==> src/rtl/spacer_fifo.sv <==
// spacer_fifo: circular sample FIFO that re-emits buffered samples with out_nd
// pulses spaced at least SPACING cycles apart. Metadata rides with each sample,
// overflow sets a sticky error flag, and occupancy is exported as fill.
module spacer_fifo #(
    parameter int unsigned WIDTH     = 32,
    parameter int unsigned MWIDTH    = 1,
    parameter int unsigned DEPTH     = 16,
    parameter int unsigned LOG_DEPTH = 4,
    parameter int unsigned SPACING   = 2
) (
    input  logic                 clk,
    input  logic                 rst_n,
    input  logic [WIDTH-1:0]     in_data,
    input  logic                 in_nd,
    input  logic [MWIDTH-1:0]    in_m,
    output logic [WIDTH-1:0]     out_data,
    output logic                 out_nd,
    output logic [MWIDTH-1:0]    out_m,
    output logic                 error,
    output logic [LOG_DEPTH:0]   fill
);

    // Gap counter only needs to hold SPACING-1; keep at least one bit so
    // SPACING == 1 still elaborates (the counter then stays at 0).
    localparam int unsigned GapW = (SPACING > 1) ? $clog2(SPACING) : 1;
    localparam logic [LOG_DEPTH:0] FullCnt   = (LOG_DEPTH + 1)'(DEPTH);
    localparam logic [GapW-1:0]    GapReload = GapW'(SPACING - 1);

    logic [WIDTH+MWIDTH-1:0] mem_q [DEPTH];

    logic [LOG_DEPTH-1:0] wr_ptr_q, wr_ptr_d;
    logic [LOG_DEPTH-1:0] rd_ptr_q, rd_ptr_d;
    logic [LOG_DEPTH:0]   fill_q, fill_d;
    logic [GapW-1:0]      gap_q, gap_d;
    logic [WIDTH-1:0]     out_data_q, out_data_d;
    logic [MWIDTH-1:0]    out_m_q, out_m_d;
    logic                 out_nd_q, out_nd_d;
    logic                 error_q, error_d;

    logic pop;
    logic push;
    logic overflow;

    // Decide pop/push for this edge and compute all next-state values.
    always_comb begin
        pop      = (fill_q != '0) && (gap_q == '0);
        // A full FIFO still accepts a write when the same edge frees a slot.
        push     = in_nd && ((fill_q != FullCnt) || pop);
        overflow = in_nd && (fill_q == FullCnt) && !pop;

        wr_ptr_d   = wr_ptr_q;
        rd_ptr_d   = rd_ptr_q;
        gap_d      = gap_q;
        out_data_d = out_data_q;
        out_m_d    = out_m_q;
        out_nd_d   = 1'b0;
        error_d    = error_q | overflow;

        if (push) begin
            wr_ptr_d = wr_ptr_q + LOG_DEPTH'(1);
        end

        if (pop) begin
            {out_data_d, out_m_d} = mem_q[rd_ptr_q];
            out_nd_d              = 1'b1;
            rd_ptr_d              = rd_ptr_q + LOG_DEPTH'(1);
            gap_d                 = GapReload;
        end else if (gap_q != '0) begin
            gap_d = gap_q - GapW'(1);
        end

        fill_d = fill_q + {LOG_DEPTH'(0), push} - {LOG_DEPTH'(0), pop};
    end

    // Sample storage; contents are don't-care after reset since pointers clear.
    always_ff @(posedge clk) begin
        if (push) begin
            mem_q[wr_ptr_q] <= {in_data, in_m};
        end
    end

    // Control state and registered outputs, cleared asynchronously.
    always_ff @(posedge clk or negedge rst_n) begin
        if (!rst_n) begin
            wr_ptr_q   <= '0;
            rd_ptr_q   <= '0;
            fill_q     <= '0;
            gap_q      <= '0;
            out_data_q <= '0;
            out_m_q    <= '0;
            out_nd_q   <= 1'b0;
            error_q    <= 1'b0;
        end else begin
            wr_ptr_q   <= wr_ptr_d;
            rd_ptr_q   <= rd_ptr_d;
            fill_q     <= fill_d;
            gap_q      <= gap_d;
            out_data_q <= out_data_d;
            out_m_q    <= out_m_d;
            out_nd_q   <= out_nd_d;
            error_q    <= error_d;
        end
    end

    assign out_data = out_data_q;
    assign out_m    = out_m_q;
    assign out_nd   = out_nd_q;
    assign error    = error_q;
    assign fill     = fill_q;

endmodule

==> config.mk <==
export PLATFORM = sky130hd
export DESIGN_NAME = spacer_fifo
export DESIGN_NICKNAME = d
export VERILOG_FILES = /design/src/rtl/spacer_fifo.sv
export SDC_FILE = /design/constraint.sdc
export NUM_CORES = 1
export LEC_CHECK = 0
export BUFFER_PORTS_ARGS = -buffer_cell sky130_fd_sc_hd__buf_2
export CAP_MARGIN = 20
export CORE_AREA = 2 2 255 257
export CTS_BUF_LIST = sky130_fd_sc_hd__clkbuf_8
export CTS_CLUSTER_DIAMETER = 120
export DETAILED_ROUTE_END_ITERATION = 10
export DIE_AREA = 0 0 257 259
export HOLD_SLACK_MARGIN = 0.03
export PLACE_DENSITY = 0.62
export SLEW_MARGIN = 5
export SYNTH_ARGS = -nofsm -noshare
export SYNTH_HDL_FRONTEND = slang
export SYNTH_SLANG_ARGS = --single-unit
==> constraint.sdc <==
create_clock -name clk -period 4.2 [get_ports clk]
set_clock_uncertainty 0.05 [all_clocks]
set_input_delay 0.42 -clock clk [delete_from_list [all_inputs] [get_ports clk]]
set_output_delay 0.42 -clock clk [all_outputs]
set_load 0.02 [all_outputs]
# After elaboration in Yosys (flattened, before gate mapping)
# Memories as Yosys holds them, arrays and structs flattened. A register that Yosys moved wholly into a read port is not among the register bits.
# Index checks and enable logic that the tools add are counted.
[word_totals] register_bits=16 latch_bits=0 ram_bits=528 rom_bits=0 out_inout_bits=40 word_cells=29 memories=1
[op_classes] add_sub_neg=5 mul=0 n_div=0 magnitude_cmp=0 n_eq_ne=2 shift=0 muxes=5 bitwise_logic=2 n_reduce_logical=8
[memory_table] name="mem_q" words=16 width=33 rd=1 rd_ports_with_merged_regs=1 wr=1 line="29" rtl="logic [WIDTH+MWIDTH-1:0] mem_q [DEPTH];"
[op_table] op="$add A4 B1 Y4 const B" count=2
[op_table] op="$add A5 B1 Y5" count=1
[op_table] op="$eq A5 B5 Y1 const B" count=1
[op_table] op="$mux W1" count=5
[op_table] op="$ne A5 B5 Y1 const B" count=1
[op_table] op="$reduce_bool A5 Y1" count=1
[op_table] op="$sub A5 B1 Y5" count=1
[op_table] op="$logic_and A1 B1 Y1" count=4
[op_table] op="$logic_not A1 Y1" count=2
[op_table] op="$logic_or A1 B1 Y1" count=1
[op_table] op="$not A1 Y1" count=1
[op_table] op="$or A1 B1 Y1" count=1
[op_table] op="$sub A1 B1 Y1 const B" count=1

# Longest topological paths before layout
[logic_depth] ltp_word=6 mapped_depth=14 mapped_depth_nobuf=14

# Worst setup path before layout
# OpenSTA, ideal clock, no wires.
[synth_path] kind="register to register" startpoint="register fill_q[2], in the netlist fill[2]" endpoint="memory mem_q[3][0] in the netlist's numbering (enable)" setup_time_ns=0.464 t_arrival_ns=3.740 required_time_ns=3.686 setup_slack_ns=-0.054 stages_incl_launch_ff=7 n_path_buf=0 cell_sequence="dfrtp_1 > inv_1 > ha_1 > nor3b_4 > a31oi_2 > nand2_1 > nor3_1"
[synth_between] elab_chain_cells=6 elab_cells_between_ends=7 classes_between="1 x eq/ne; 2 x mux; 4 x reduce/logical"
[synth_rtl] element="start, declared" line="33" rtl="logic [LOG_DEPTH:0] fill_q, fill_d;"
[synth_rtl] element="start signal, assigned" line="96" rtl="fill_q <= fill_d;"
[synth_rtl] element="$reduce_bool A5 Y1" line="46" rtl="pop = (fill_q != '0) && (gap_q == '0);"
[synth_rtl] element="$logic_and A1 B1 Y1" line="46"
[synth_rtl] element="$logic_or A1 B1 Y1 (*)" line="48" rtl="push = in_nd && ((fill_q != FullCnt) || pop);"
[synth_rtl] element="$logic_and A1 B1 Y1 (*)" line="48"
[synth_rtl] element="$mux W1 (*)" line="77" rtl="if (push) begin"
[synth_rtl] element="$mux W1 (implied by the code) (*)" line="78" rtl="mem_q[wr_ptr_q] <= {in_data, in_m};"
[synth_rtl] element="end, declared" line="29"
# Every way passes the cells marked *; elsewhere a longest branch is shown, timed or not.

# Final worst setup path
[layout_path] startpoint="register fill_q[2], in the netlist fill[2]" endpoint="memory mem_q[8][15] in the netlist's numbering (enable)"
# The elaborated chain is that of the path after synthesis.

==> run summary <==
Final WS setup = 1.10 ns
Largest net degree at the start of global routing = 72
First-pass GRT wire length = 72,200 um
Total chip power = 17.5 mW
Cells along the critical path = inv_1 > ha_1 > nor3b_4 > a31oi_2 > nand2_1 > nor2_4 > buf_4
Initial Utilization = 0.346
Syn Nets = 1,018
Post-synthesis cell count = 970
Post-synth cell types = 35
# nets final = 1,164
Largest fanout on the critical path = 18
Area Growth Syn to Fin = 15.5%
Number of max-cap violations = 0
Setup TNS = 0 ns
Core area = 63,900 um^2
Worst rel slew slack = 0.280
Synth cell count leaders = 528 x edfxtp_1, 132 x mux4_2, 48 x dfrtp_1
DPL Wire Length = 28,500 um
Top sig layer = met4
Setup crit start kind = flop
Fin. max-slew vios = 0
Clock net sink count = 576
Area leader, netlist = edfxtp_1
Vias = 10,200
Number of buffers and inverters on the critical path = 2
RSZ-0062 raised after global routing = no
Io pins = 76
Worst hold path class = primary input to flop
GRT overflow = 0
CP delay by family, top = simple AND/OR/NAND/NOR gates
Synthesized cell area = 22,100 um^2
Synth top area share = 0.717
Max Fclk = 0.323 GHz
Top-count cell post-synth = edfxtp_1
WL met1 = 19,900 um
Initial antenna violation count = 2
Syn_area_per_cell = 22.8 um^2
Number of synthesized flops with an enable pin = 528
Vias in the first global route = 11,000
Crit end category = flop
Critical path data required time = 4.50 ns
Worst slack at placement = 1.02 ns
Yosys warns = 0
Final setup viols = 0
Crit path DAT = 3.39 ns
Pleak = 8.43 nW
Die Y = 259 um
Min Tclk post-route = 3.10 ns
Metal3 WL = 2030 um
Die Footprint = 66,600 um^2
Crit path kind = flop to flop
Register area share after synthesis = 0.771
CTS max path bufs = 3
DRT antenna net count = 0
Drt drc = 0
Share of layout cells above drive strength 1 = 0.352
Via/cell ratio = 4.97
Worst-Skew Late Latency = 0.67 ns
Top_reg_cell synth = edfxtp_1
Async SR Flop Fraction = 0.0833
Largest stage delay, worst path = 0.60 ns
Final WL = 47,900 um
CTS tree = done
Ranking of synthesized cells by area = edfxtp_1 72%, mux4_2 13%, dfrtp_1 5.4%
Outcome = complete, no violations
Cell Rows = 93
Power Density = 685 nW/um^2
Depth of the CTS H-tree = 3
Initial drt markers = 770
GRT Total Usage = 0.146
Die X = 257 um
Pre-Repair DR Iteration Count = 5
CTS Buf Count = 94
Maximum VDD drop = 0.000285 V
Crit-path slowest cell = nor2_4
CTS clk-pin slew, worst paths = 0.06 ns
Worst slew pin tran = 1.08 ns
CTS root buf = clkbuf_8
Endpoints failing hold = 0
Routability Congestion = 0.737
WL met2 = 25,100 um
IO Port Bufs = 75
Avg WL per Cell = 23.3 um
Final cycle utilization of the critical path = 0.737
FF+latch count, synth = 576
## timing repair
item / 4_1_cts / 5_1_grt
endpoints found under the hold margin: 24 / 0
hold buffers: 2 / 0
gates resized for setup: 0 / 0
buffers inserted: 0 / 0
## stage by stage
stage	area [um^2]	hold WS, ns	cells	utilization
2_1_floorplan	22100	0.0744	970	-
3_3_place_gp	23600	0.414	1873	0.369
3_5_place_dp	23600	0.419	1873	0.369
4_1_cts	25500	0.0362	2049	0.400
5_1_grt	25500	0.0404	2051	0.400
6_report	25500	0.0961	2051	0.400
## registers in the layout, summed over array words and instances (netlist names)
| signal | flops |
|---|---|
| error | 1 |
| fill | 5 |
| gap_q | 1 |
| mem_q | 528 |
| out_data | 32 |
| out_m | 1 |
| rd_ptr_q | 4 |
| wr_ptr_q | 4 |
## placed cells by master (no fill, tap or decap), types with 2 or more instances in the layout
cell type / Yosys / layout
inv_1: 13 / 49
mux4_2: 132 / 132
o22ai_1: 33 / 33
clkinv_4: 0 / 2
nand2_1: 7 / 7
inv_8: 0 / 2
buf_12: 4 / 7
diode_2: 0 / 2
nor2_4: 0 / 12
a21oi_1: 2 / 2
a221oi_2: 33 / 33
bufinv_16: 0 / 5
nor2_1: 45 / 33
nand2b_1: 3 / 2
ha_1: 11 / 11
edfxtp_1: 528 / 528
clkinv_1: 0 / 12
dfrtp_1: 48 / 45
xor2_1: 3 / 3
dlygate4sd3_1: 0 / 2
dfrtp_4: 0 / 2
nor3_4: 0 / 4
clkinv_2: 0 / 8
buf_4: 8 / 21
xnor2_1: 7 / 7
mux2i_1: 33 / 33
clkbuf_8: 0 / 107
buf_2: 21 / 75
nand4_1: 2 / 2
## worst reg2reg max path, delay by kind of cell (launching register included)
| family | cells | cell delay (ns) |
|---|---|---|
| and+or+nand+nor | 3 | 1.15 |
| adders and majority gates | 1 | 0.19 |
| DFF | 1 | 0.37 |
| buffers and inverters | 2 | 0.50 |
| AOI/OAI and AO/OA | 1 | 0.51 |
## path summary, 6_finish.rpt
kind / slack, ns / from / to / depth (start not counted)
max: 1.10 / fill[2] / mem_q[8][15] / 7
min: 0.1 / in_data[19] / mem_q[0][20] / 1
max reg2reg: 1.10 / fill[2] / mem_q[8][15] / 7
min reg2reg: 0.42 / error / error / 1
max in group asynchronous: 2.87 / rst_n / rd_ptr_q[2] / 3
min in group asynchronous: 0.28 / rst_n / out_data[19] / 2
## cell type report
type | count | area (um^2)
sequential | 576 | 17100
timing repair buffer | 105 | 693
clock inverter | 67 | 435
fill | 5613 | 38300
tap | 855 | 1070
clock buffer | 107 | 1470
inverter | 13 | 48.8
antenna | 2 | 5.00
multi-input combinational | 326 | 4750
## metal layers
layer	GRT usage	vias to the layer above
met2	0.257	227
li1	-	4400
met5	0	-
met1	0.181	5496
met4	0.0433	0
met3	0.0324	64
## power breakdown
| group | internal (mW) | switching, mW |
|---|---|---|
| logic | 2.22 | 2.96 |
| registers | 7.05 | 0.433 |
| clock network | 2.65 | 2.18 |
## cell families (layout without fill, tap and decap cells)
| logic type | Yosys count | in the layout | share of synthesized area |
|---|---|---|---|
| flip-flops | 576 | 576 | 0.771 |
| other | 0 | 2 | 0 |
| AO/OA/AOI/OAI | 74 | 74 | 0.0345 |
| adder cells (fa/ha/maj) | 12 | 12 | 0.00713 |
| XOR/XNOR | 10 | 10 | 0.00396 |
| AND/OR/NAND/NOR | 64 | 64 | 0.0126 |
| buffers and inverters | 68 | 292 | 0.0205 |
| multiplexers | 166 | 166 | 0.150 |
Note: power is estimated with default switching activity, not from simulation.
